File: config.mk
export PLATFORM = sky130hd
export DESIGN_NAME = mac_tx_arbiter
export DESIGN_NICKNAME = d
export VERILOG_FILES = /design/src/rtl/mac_tx_arbiter.sv
export SDC_FILE = /design/constraint.sdc
export NUM_CORES = 1
export LEC_CHECK = 0
export CAP_MARGIN = 20
export CORE_ASPECT_RATIO = 1.4
export CORE_UTILIZATION = 30
export CTS_CLUSTER_DIAMETER = 120
export DETAILED_ROUTE_END_ITERATION = 8
export PLACE_DENSITY = 0.58
export SYNTH_ARGS = -nofsm -noshare
export SYNTH_HDL_FRONTEND = slang
export SYNTH_SLANG_ARGS = --single-unit
File: constraint.sdc
create_clock -name clk -period 2.88 [get_ports clk]
set_input_delay 0.72 -clock clk [delete_from_list [all_inputs] [get_ports clk]]
set_output_delay 0.72 -clock clk [all_outputs]
set_load 0.01 [all_outputs]
File: src/rtl/mac_tx_arbiter.sv
// mac_tx_arbiter: round-robin frame scheduler that shares one Mac_TX between
// N_REQ frame sources. It picks a source, triggers the MAC, streams the source
// bytes against Data_Strobe, marks the last byte and reports completion.
module mac_tx_arbiter #(
    parameter int unsigned N_REQ    = 2,
    parameter int unsigned LEN_W    = 14,
    parameter int unsigned MAX_LEN  = 9000,
    parameter int unsigned BUSY_TMO = 16
) (
    input  logic                   clk,
    input  logic                   Reset_n_i,
    input  logic [N_REQ-1:0]       Req_i,
    input  logic [N_REQ*LEN_W-1:0] Len_flat_i,
    input  logic [N_REQ*8-1:0]     Data_flat_i,
    output logic [N_REQ-1:0]       Rd_o,
    output logic [N_REQ-1:0]       Done_o,
    output logic [N_REQ-1:0]       Err_o,
    output logic                   Trig_o,
    output logic [7:0]             Mac_Data_o,
    output logic                   Last_byte_o,
    input  logic                   Data_Strobe_i,
    input  logic                   Busy_i,
    output logic [N_REQ-1:0]       Grant_o
);

    localparam int unsigned IDX_W = (N_REQ > 1) ? $clog2(N_REQ) : 1;
    localparam int unsigned TMO_W = $clog2(BUSY_TMO + 1);

    localparam logic [2:0] S_IDLE      = 3'd0;
    localparam logic [2:0] S_GRANT     = 3'd1;
    localparam logic [2:0] S_TRIG      = 3'd2;
    localparam logic [2:0] S_WAIT_BUSY = 3'd3;
    localparam logic [2:0] S_STREAM    = 3'd4;
    localparam logic [2:0] S_WAIT_IDLE = 3'd5;
    localparam logic [2:0] S_DONE      = 3'd6;

    logic [2:0]       state_q, state_d;
    logic [IDX_W-1:0] g_q, g_d;
    logic [IDX_W-1:0] ptr_q, ptr_d;
    logic [LEN_W-1:0] len_q, len_d;
    logic [LEN_W-1:0] cnt_q, cnt_d;
    logic [TMO_W-1:0] tmo_q, tmo_d;
    logic [N_REQ-1:0] grant_q, grant_d;
    logic [N_REQ-1:0] done_q, done_d;
    logic [N_REQ-1:0] err_q, err_d;
    logic             trig_q, trig_d;
    logic             fin_err;

    logic             sel_found;
    logic [IDX_W-1:0] sel_idx;
    logic [IDX_W-1:0] cand;
    logic [LEN_W-1:0] len_sel;
    logic [LEN_W-1:0] len_eff;
    logic [7:0]       data_sel;
    logic             stream_c;
    logic             last_c;

    // Round-robin pick: first pending request after the last granted index
    always_comb begin
        sel_found = 1'b0;
        sel_idx   = ptr_q;
        cand      = '0;
        for (int unsigned k = 1; k <= N_REQ; k++) begin
            cand = IDX_W'((32'(ptr_q) + k) % N_REQ);
            if (!sel_found && Req_i[cand]) begin
                sel_found = 1'b1;
                sel_idx   = cand;
            end
        end
    end

    // Length of the selected source, clamped to the largest legal payload
    always_comb begin
        len_sel = '0;
        for (int unsigned i = 0; i < N_REQ; i++) begin
            if (sel_idx == IDX_W'(i)) begin
                len_sel = Len_flat_i[i*LEN_W +: LEN_W];
            end
        end
        len_eff = (len_sel > LEN_W'(MAX_LEN)) ? LEN_W'(MAX_LEN) : len_sel;
    end

    // Byte mux from the granted source
    always_comb begin
        data_sel = '0;
        for (int unsigned i = 0; i < N_REQ; i++) begin
            if (g_q == IDX_W'(i)) begin
                data_sel = Data_flat_i[i*8 +: 8];
            end
        end
    end

    // A strobe can arrive while still waiting for Busy, so both states move bytes
    assign stream_c    = (state_q == S_WAIT_BUSY) || (state_q == S_STREAM);
    assign last_c      = stream_c && Data_Strobe_i && (cnt_q == len_q - LEN_W'(1));
    assign Rd_o        = (stream_c && Data_Strobe_i) ? grant_q : '0;
    assign Mac_Data_o  = stream_c ? data_sel : 8'd0;
    assign Last_byte_o = last_c;
    assign Trig_o      = trig_q;
    assign Grant_o     = grant_q;
    assign Done_o      = done_q;
    assign Err_o       = err_q;

    // Next-state and registered-output logic
    always_comb begin
        state_d = state_q;
        g_d     = g_q;
        ptr_d   = ptr_q;
        len_d   = len_q;
        cnt_d   = cnt_q;
        tmo_d   = tmo_q;
        grant_d = grant_q;
        fin_err = 1'b0;

        case (state_q)
            S_IDLE: begin
                if ((Req_i != '0) && !Busy_i) begin
                    state_d = S_GRANT;
                end
            end
            S_GRANT: begin
                if (sel_found) begin
                    g_d     = sel_idx;
                    ptr_d   = sel_idx;
                    len_d   = len_eff;
                    cnt_d   = '0;
                    tmo_d   = '0;
                    grant_d = N_REQ'(1) << sel_idx;
                    if (len_eff == '0) begin
                        state_d = S_DONE;
                        fin_err = 1'b1;
                    end else begin
                        state_d = S_TRIG;
                    end
                end else begin
                    state_d = S_IDLE;
                end
            end
            S_TRIG: begin
                state_d = S_WAIT_BUSY;
            end
            S_WAIT_BUSY: begin
                if (Data_Strobe_i) begin
                    cnt_d   = cnt_q + LEN_W'(1);
                    state_d = last_c ? S_WAIT_IDLE : S_STREAM;
                end else if (!Busy_i) begin
                    if (tmo_q == TMO_W'(BUSY_TMO - 1)) begin
                        state_d = S_DONE;
                        fin_err = 1'b1;
                    end else begin
                        tmo_d = tmo_q + TMO_W'(1);
                    end
                end
            end
            S_STREAM: begin
                if (Data_Strobe_i) begin
                    cnt_d = cnt_q + LEN_W'(1);
                    if (last_c) begin
                        state_d = S_WAIT_IDLE;
                    end
                end
            end
            S_WAIT_IDLE: begin
                if (!Busy_i) begin
                    state_d = S_DONE;
                end
            end
            S_DONE: begin
                state_d = S_IDLE;
                grant_d = '0;
            end
            default: begin
                state_d = S_IDLE;
                grant_d = '0;
            end
        endcase

        trig_d = (state_d == S_TRIG);
        done_d = (state_d == S_DONE) ? grant_d : '0;
        err_d  = fin_err ? grant_d : '0;
    end

    // State and output registers; reset leaves the pointer so source 0 wins first
    always_ff @(posedge clk) begin
        if (!Reset_n_i) begin
            state_q <= S_IDLE;
            g_q     <= '0;
            ptr_q   <= IDX_W'(N_REQ - 1);
            len_q   <= '0;
            cnt_q   <= '0;
            tmo_q   <= '0;
            grant_q <= '0;
            done_q  <= '0;
            err_q   <= '0;
            trig_q  <= 1'b0;
        end else begin
            state_q <= state_d;
            g_q     <= g_d;
            ptr_q   <= ptr_d;
            len_q   <= len_d;
            cnt_q   <= cnt_d;
            tmo_q   <= tmo_d;
            grant_q <= grant_d;
            done_q  <= done_d;
            err_q   <= err_d;
            trig_q  <= trig_d;
        end
    end

endmodule

==> results of run 1 <==
[what timing repair did]
item                                    in CTS  in global routing
buffers inserted                             0                  0
pin swaps                                    0                  0
endpoints found under the setup margin       2                  2
resized for setup                            6                  1
[cell usage in the layout (no fill, tap or decap), types with 3 or more instances in the layout]
master and instances:
a211o_1 3, nand4_1 5, dfxtp_1 45, a211oi_1 4
ha_1 4, clkdlybuf4s50_1 64, and2_1 6, nor3b_1 3
nand2b_1 4, nand3_1 27, o21ai_0 15, a31oi_1 7
mux2i_1 18, inv_1 12, nor2_1 41, or3_1 7
nand2_1 24, buf_4 55, clkbuf_16 5, o21a_1 3
nor3_1 13, o21ai_1 7, xnor2_1 18, nor4_1 6
a21oi_1 14, xor2_1 8
[flip-flops by register name (all words and copies together), names as in the netlist]
register	cells
Done_o	2
Err_o	2
Grant_o	2
Trig_o	1
cnt_q	14
g_q	1
len_q	14
ptr_q	1
state_q	3
tmo_q	5
[per-layer routing]
| layer | vias to the layer above | track usage [%] |
|---|---|---|
| li1 | 1560 | - |
| met1 | 1423 | 19.4 |
| met2 | 66 | 35.4 |
| met3 | 21 | 2.37 |
| met4 | 0 | 6.77 |
| met5 | - | 0 |
[report_power, final]
group / internal (mW) / switching, mW
clock: 0.319 / 0.232
sequential: 0.640 / 0.0148
combinational: 0.228 / 0.209
[cell families (layout without fill, tap and decap cells)]
group	after synthesis	in the layout	share of synthesized area (%)
DFF	45	45	30.9
muxes	18	18	6.17
AOI/OAI and AO/OA	80	80	19.9
and+or+nand+nor	159	159	29.7
adders and majority gates	4	4	1.72
xor gates and xnor gates	26	26	7.80
buffers and inverters	28	142	3.77
[cell usage after synthesis (8+ instances only)]
cell type and number:
dfxtp_1 45, nor2_1 41, nand3_1 27, nand2_1 24, mux2i_1 18, xnor2_1 18
o21ai_0 15, a21oi_1 14, nor3_1 14, inv_1 12, clkbuf_1 10, xor2_1 8
[critical path, stage by stage, from the launching register on]
cell and delay, ns:
dfxtp_1 0.31, inv_1 0.07, ha_1 0.16, or4b_4 0.51
or3_1 0.34, o32ai_2 0.26, nor3_2 0.09, nor4_4 0.36
buf_2 0.19
[metrics by stage]
step                utilization, %  worst slack (ns)  hold WS, ns  std cells  total power, mW
floorplan                        -            0.0333        0.454        360            0.896
global placement              43.1            -0.471        0.481        576             1.10
detailed placement            43.1            -0.489        0.481        576             1.10
CTS                           44.6            -0.400        0.490        584             1.66
global route                  44.6            -0.521        0.511        584             1.72
finish                        44.6            -0.413        0.490        584             1.64
[area by class of cell]
class,instances,share of cell area (%)
tap,110,3.26
multi-input combinational,287,45.4
clock buffer,6,3.06
timing repair buffer,122,25.6
clock inverter,2,0.237
sequential,45,21.4
inverter,12,1.07
[path summary, 6_finish.rpt]
kind	end	slack (ns)	depth (start not counted)
max reg2reg	state_q[0]	0.56	8
min reg2reg	len_q[6]	0.49	2
max	Last_byte_o	-0.41	8
min	len_q[6]	0.49	2
==> impl_metrics.tcl, run 1 <==
set metrics [dict create \
    status "finished, violations left" \
    violations "setup timing" \
    hold_viol_final 0 \
    num_rows 42 \
    synth_top_cell_area_share_pct 30.9 \
    final_min_period_over_clock_period_pct 114 \
    power.density_nw_per_um2 390 \
    setup_viol 1 \
    clock.fmax_mhz 304 \
    hold_buffers 0 \
    routed_via_density 5.26 \
    clock_latency_ns 0.29 \
    leakage_nw 1.58 \
    number_of_pins_with_negative_max_slew_slack_in_the_final_report 0 \
    detailroute.wirelength.met3_um 231 \
    grtUsageTotal_pct 18.2 \
    highest_layer "met4" \
    tritoncts_clock_tree "done" \
    grt_pass1_vias 3157 \
    cts.path.max_buffers 2 \
    final_nets 527 \
    clock_tree.root_cell "clkbuf_16" \
    totalNegativeSetupSlack_ns -0.413 \
    gp_congestion 0.853 \
    port_buffers 67 \
    synthToLayoutAreaGrowth_pct 44.5 \
    num_cts_buffers 5 \
    area.sequential_um2 901 \
    largest_fanout_on_the_critical_path 6 \
    synth_cell_type_count 61 \
    critical_path.endpoint_type "output port" \
    antenna_found_initial 0 \
    fp.coreArea_um2 9460 \
    clock_sinks 45 \
    synth_cells 360 \
    synthesis.area_um2 2920 \
    number_of_enable_flip_flop_cells_after_synthesis 0 \
    detail-route-antenna-nets 0 \
    grt_setup_unrepaired "true" \
    worst_hold_path_type "register to register" \
    fp.dieW_um 85.4 \
    route.met2.wl_mm 4.83 \
    met1_length_mm 3.45 \
    layout-drive-gt1-share_pct 16.5 \
    postSynthRegisterBits 45 \
    worst_slew_slack_as_a_fraction_of_its_limit_pct 57.2 \
    r2r-start "len_q[1]" \
    worst-slew-pin-transition_ns 0.636 \
    gr-total-overflow 0 \
    yosys-top-cells-area "dfxtp_1, mux2i_1, xnor2_1, nor2_1, nand3_1" \
    final.setup.worst_slack_ns -0.413 \
    timing.critical_path.from "len_q[1]" \
    critical_path_arrival_ns 2.57 \
    die-height_um 119 \
    fin_crit_ns 3.29 \
    synth_fp_nets 414 \
    synth_area_leader_cell "dfxtp_1" \
    placed_area_um2 4080 \
    start_util_pct 30.8 \
    hp-start "len_q[6]" \
    worst-endpoint-required_ns 2.16 \
    asyncSetResetFlopFracSynth_pct 0 \
    timing.clock.skew_ns 0.00805 \
    synth.yosys.seq_area_share_pct 30.9 \
    detailed_place_hpwl_mm 7.22 \
    stdcell_area_um2 4220 \
    setup.worst_path.class "register to output port" \
    ioPinCount 68 \
    htree_levels 2 \
    drt-wirelength-per-cell_um 15.0 \
    maximum_number_of_pins_on_one_net_before_global_route_repair 17 \
    route.vias.total 3070 \
    num-fill-cells 949 \
    post_synth.cell_area_avg_um2 8.10 \
    grt_first_pass_wirelength_mm 14.8 \
    routed_wl_mm 8.78 \
    insertedDiodeCount 0 \
    cap_viol_max_count 0 \
    drc 0 \
    peakVddDrop_mv 0.243 \
    startpoint_type "register" \
    ys_dominant_reg_cell "dfxtp_1" \
    first_iter_violations 121 \
    clock_slew_at_reported_path_ffs_ns 0.06 \
    synth.yosys.warnings 0 \
    area_of_the_multi_input_gates_um2 1910 \
    die_area_um2 10100 \
    drt_pre_antenna_iters 4 \
]
Note: power is estimated with default switching activity, not from simulation.
==> inputs of run 2 (changes only) <==
--- a/config.mk
+++ b/config.mk
@@ -7,10 +7,10 @@
 export LEC_CHECK = 0
 export CAP_MARGIN = 20
 export CORE_ASPECT_RATIO = 1.4
-export CORE_UTILIZATION = 30
+export CORE_UTILIZATION = 45
 export CTS_CLUSTER_DIAMETER = 120
 export DETAILED_ROUTE_END_ITERATION = 8
-export PLACE_DENSITY = 0.58
+export PLACE_DENSITY = 0.8
 export SYNTH_ARGS = -nofsm -noshare
 export SYNTH_HDL_FRONTEND = slang
 export SYNTH_SLANG_ARGS = --single-unit
==> impl_metrics.tcl, run 2 (synthesis results as in run 1) <==
set metrics [dict create \
    hold_buffers 0 \
    num-fill-cells 560 \
    detail-route-antenna-nets 0 \
    detailedPlace.worstSlack_ns -0.413 \
    tritoncts_clock_tree "done" \
    worst-slew-pin-transition_ns 0.587 \
    gr-total-overflow 0 \
    route.vias.total 3095 \
    antenna_found_initial 0 \
    critical_path.endpoint_type "output port" \
    num_cts_buffers 5 \
    ioPinCount 68 \
    die_area_um2 6810 \
    first_iter_violations 155 \
    violations "setup timing" \
    die-height_um 97.3 \
    worst-endpoint-required_ns 2.16 \
    met1_usage_pct 26.8 \
    routed_via_density 5.83 \
    cap_viol_max_count 0 \
    area.sequential_um2 902 \
    stdcell_area_um2 4020 \
    largest_fanout_on_the_critical_path 6 \
    status "finished, violations left" \
    synthToLayoutAreaGrowth_pct 37.8 \
    peakVddDrop_mv 0.298 \
    r2r-start "len_q[0]" \
    final_nets 512 \
    fp.coreArea_um2 6250 \
    reg_top3 "cnt_q x14, len_q x14, tmo_q x5" \
    drt_pre_antenna_iters 4 \
    setup_viol 1 \
    layout.cells.most_common "clkdlybuf4s50_1" \
    clock.fmax_mhz 310 \
    fin_crit_ns 3.22 \
    grt.met3_usage_pct 3.42 \
    layout-drive-gt1-share_pct 14.8 \
    start_util_pct 46.7 \
    clock_slew_at_reported_path_ffs_ns 0.08 \
    groute.layer.met2.usage_pct 47.6 \
    holdPathEnd "tmo_q[1]" \
    regToRegSetupSlack_ns 0.50 \
    grt_setup_unrepaired "true" \
    report.power.total_mw 1.46 \
    reg2reg_depth 9 \
    clock_tree.root_cell "clkbuf_8" \
    final.setup.worst_slack_ns -0.342 \
    insertedDiodeCount 0 \
    timing.clock.skew_ns 0.00695 \
    post_cts.repair.setup_buffers 0 \
    setup.worst_path.class "register to output port" \
    clock_sinks 45 \
    routed_wl_mm 8.42 \
    drt-wirelength-per-cell_um 15.9 \
    placed_area_um2 3920 \
    number_of_pins_with_negative_max_slew_slack_in_the_final_report 0 \
    num_rows 34 \
    regToRegEndpoint "state_q[0]" \
    worst_hold_path_type "register to register" \
    detailed_place_hpwl_mm 6.82 \
    leakage_nw 1.46 \
    globalRoute.busiestLayer "met2" \
    hold_viol_final 0 \
    hp-start "tmo_q[1]" \
    gp_congestion 0.933 \
    cts.path.max_buffers 2 \
    drc 0 \
    grtUsageTotal_pct 25.2 \
    totalNegativeSetupSlack_ns -0.342 \
    startpoint_type "register" \
    critical_path_arrival_ns 2.50 \
    final_min_period_over_clock_period_pct 112 \
    port_buffers 67 \
    hold-path-cell-count 2 \
    power.density_nw_per_um2 363 \
    maximum_number_of_pins_on_one_net_before_global_route_repair 17 \
    htree_levels 2 \
    grt_first_pass_wirelength_mm 14.0 \
    grt_pass1_vias 3175 \
    area_of_the_multi_input_gates_um2 1930 \
    fp.dieW_um 70.1 \
    clock_latency_ns 0.30 \
    worst_slew_slack_as_a_fraction_of_its_limit_pct 60.6 \
    final_cell_mix "clkdlybuf4s50_1, dfxtp_1, nor2_1" \
]
-- run 2: changes by cell type in the layout (fill, tap and decap cells not counted), sizes merged --
cell,before,now
clkinv,2,0
dlymetal6s2s,1,0
buf,56,41
clkbuf,6,5
dlygate4sd2,1,2
clkinvlp,0,3
-- run 2: per-layer routing --
layer  up-vias  routed length (um)
li1       1521                   -
met1      1485                3390
met4         0                 306
met3        22                 204
met5         -                   0
met2        67                4520
-- run 2: what timing repair did --
item,4_1_cts,5_1_grt
gates resized for setup,6,6
setup endpoints to repair,3,3
pin swaps,0,2
-- run 2: critical path: stages (launching register included) --
cell	delay, ns
dfxtp_1	0.32
inv_2	0.06
ha_2	0.17
or4b_4	0.50
or3b_4	0.39
xnor2_1	0.13
a211o_1	0.31
nor4_4	0.15
buf_2	0.17
-- run 2: power by group --
part	internal, mW	switching (mW)	leakage, nW
logic	0.209	0.201	1.06
clock network	0.170	0.220	0.0364
registers	0.639	0.0185	0.364
-- run 2: worst max path at each step --
stage          slack [ns]           to  cells after the start  startpoint
3_5_place_dp        -0.41  Last_byte_o                      8    len_q[0]
2_1_floorplan        0.03  Last_byte_o                      8    len_q[0]
3_3_place_gp        -0.37  Last_byte_o                      8    len_q[0]
6_report            -0.34  Last_byte_o                      8    len_q[0]
5_1_grt             -0.44  Last_byte_o                      8    len_q[1]
4_1_cts             -0.35  Last_byte_o                      8    len_q[1]
-- run 2: area by class of cell --
cell class                      count  area share (%)
Clock inverter                      3           0.560
Sequential cell                    45            22.4
Inverter                           12            1.12
Timing Repair Buffer              107            24.0
Tap cell                           72            2.24
Multi-Input combinational cell    287            48.0
Clock buffer                        5            1.71
-- run 2: metrics by stage --
step | hold WS (ns) | util, % | cells
final | 0.506 | 64.3 | 531
after floorplan | 0.454 | - | 360
after global placement | 0.479 | 62.6 | 523
after detailed placement | 0.489 | 62.6 | 523
after CTS | 0.501 | 64.0 | 531
after global routing | 0.523 | 64.3 | 531
==> edit, RTL diff (flow settings as in run 2) <==
Make the reset (`Reset_n_i`) asynchronous in one clocked block.
--- a/src/rtl/mac_tx_arbiter.sv
+++ b/src/rtl/mac_tx_arbiter.sv
@@ -181,7 +181,7 @@
     end
 
     // State and output registers; reset leaves the pointer so source 0 wins first
-    always_ff @(posedge clk) begin
+    always_ff @(posedge clk or negedge Reset_n_i) begin
         if (!Reset_n_i) begin
             state_q <= S_IDLE;
             g_q     <= '0;
Check against the original RTL: differs if Reset_n_i is asserted again (counterexample within 4 cycles, from zero or initial values and one cycle with Reset_n_i low); with Reset_n_i held inactive, the same outputs for 10 cycles.
==> edit against run 2 <==
The run still ends with setup timing left; worst setup slack worse by 0.052 ns; synthesized area up 5.8%; cell area up 11%; synthesized cell count up 1.1%; global-route usage up 0.73 points; sequential cell count unchanged; wire length up 5.0%.
Power is not compared: it rests on default switching activity, and its combinational part moved more than twofold at a synthesized area within 25%.
==> edit: results (changes against run 2) <==
metric;value;unit;change
worst setup path start;len_q[0];;
outcome;finished, violations left;;
first-pass GRT wire length;14700;um;+5.2%
DP Area;4300;sq um;+9.8%
Ant. Diodes;0;;unchanged
CTS Root Cell;clkbuf_8;;
layout cell share with drive strength beyond 1;20.6;%;+5.8 points
worst hold slack;0.319;ns;-0.187 ns
overall routing resource usage;25.9;%;+0.73 points
post-synthesis instance total;364;;+1.1%
measured slew at the worst slew-check pin;0.553;ns;-0.0344 ns
gpl congestion;0.907;;-2.8%
Worst Skew;0.0125;ns;+0.00558 ns
Synth cell types;59;;-3.3%
Synthesized Nets;418;;+0.97%
Detail Placement HPWL;7120;um;+4.4%
Max Fanout on Critical Path;5;;-1
Max stage delay on crit path;0.51;ns;
Setup-failing EPs final;1;;unchanged
worst reg2reg setup slack;0.62;ns;+0.12 ns
pin count of the biggest net entering global routing;29;;+12
CP top delay family;simple AND/OR/NAND/NOR gates;;
number of routed nets with antenna violations;0;;unchanged
1st-iter DRT viols;163;;+5.2%
clk_lat worst skew;0.31;ns;
Num CTS Buffers;5;;unchanged
top post-synthesis cells by area;dfrtp_1, nor2_1, nand2_1;;
# port buffers;67;;unchanged
Main synth FF type;dfrtp_1;;
violated checks;setup timing;;
number of global-route vias before repair;3142;;-1.0%
Avg WL per Cell;15.2;um;-4.4%
Synth top cells by count;nor2_1, dfrtp_1, nand2_1;;
Seq/Total Area, Yosys;36.5;%;+5.6 points
Worst-path clk slew;0.10;ns;+0.02 ns
FMAX;305;MHz;-1.6%
worst setup margin;-0.394;ns;-0.0518 ns
RR Endpoint;state_q[0];;
crit path DAT;2.55;ns;+0.05 ns
async set or reset register ratio after synthesis;100;%;+100 points
final setup TNS;-0.394;ns;-0.0518 ns
Post-Place Cells;572;;+9.4%
Hold Crit Class;in -> async;;
RR Startpoint;len_q[3];;
Final #Nets;544;;+6.3%
R2R depth;8;;-1
Worst Setup EP;Last_byte_o;;
vias per inst;5.47;;-6.1%
Leak;1.91;nW;
fillers;550;;-1.8%
Finished Layout Cells;583;;+9.8%
[edit: changes by cell type after synthesis, sizes merged, moves of 7 or more]
cell   before  now
a21oi      14   21
o31ai       0    7
o21ai      22   13
a22o        0    9
dfrtp       0   44
nand2      24   43
nand3      27   10
dfxtp      45    0
[edit: layout make-up]
class / count / area (sq um) / area share (%)
repair buffers: 137 / 1180 / 26.5
inverters: 12 / 45.0 / 1.01
clock inverters: 3 / 21.3 / 0.477
flip-flops and latches: 45 / 1130 / 25.3
well taps: 92 / 115 / 2.58
multi-input cells: 289 / 1900 / 42.6
clock buffers: 5 / 68.8 / 1.54
[edit: timing repair]
action                     4_1_cts  5_1_grt
pin swaps                        6        1
resized for setup               13        3
setup endpoints to repair        3        9
cloned                           0        0
buffers inserted                 2        1
[edit: per-layer routing]
metal | vias up | routed length [um] | track usage [%]
li1 | 1552 | - | -
met1 | 1507 | 3480 | 29.6
met2 | 107 | 4770 | 48.5
met3 | 25 | 290 | 3.21
met4 | 0 | 295 | 9.80
met5 | - | 0 | 0
[edit: cell families (layout without fill, tap and decap cells)]
kind of cell / count (synthesis) / in the layout / synth area share, %
mux: 13 / 13 / 4.25
simple gates: 158 / 158 / 26.3
buf+inv: 30 / 157 / 4.25
compound gates: 86 / 86 / 19.2
xor+xnor: 28 / 28 / 7.94
fa+ha+maj: 4 / 4 / 1.62
flops: 45 / 45 / 36.5
[edit: through the flow]
step           setup slack (ns)  util (%)
6_report                 -0.394      67.5
3_5_place_dp             -0.800      65.0
2_1_floorplan            -0.124         -
5_1_grt                  -0.479      67.5
4_1_cts                  -0.412      67.1
3_3_place_gp             -0.767      65.0
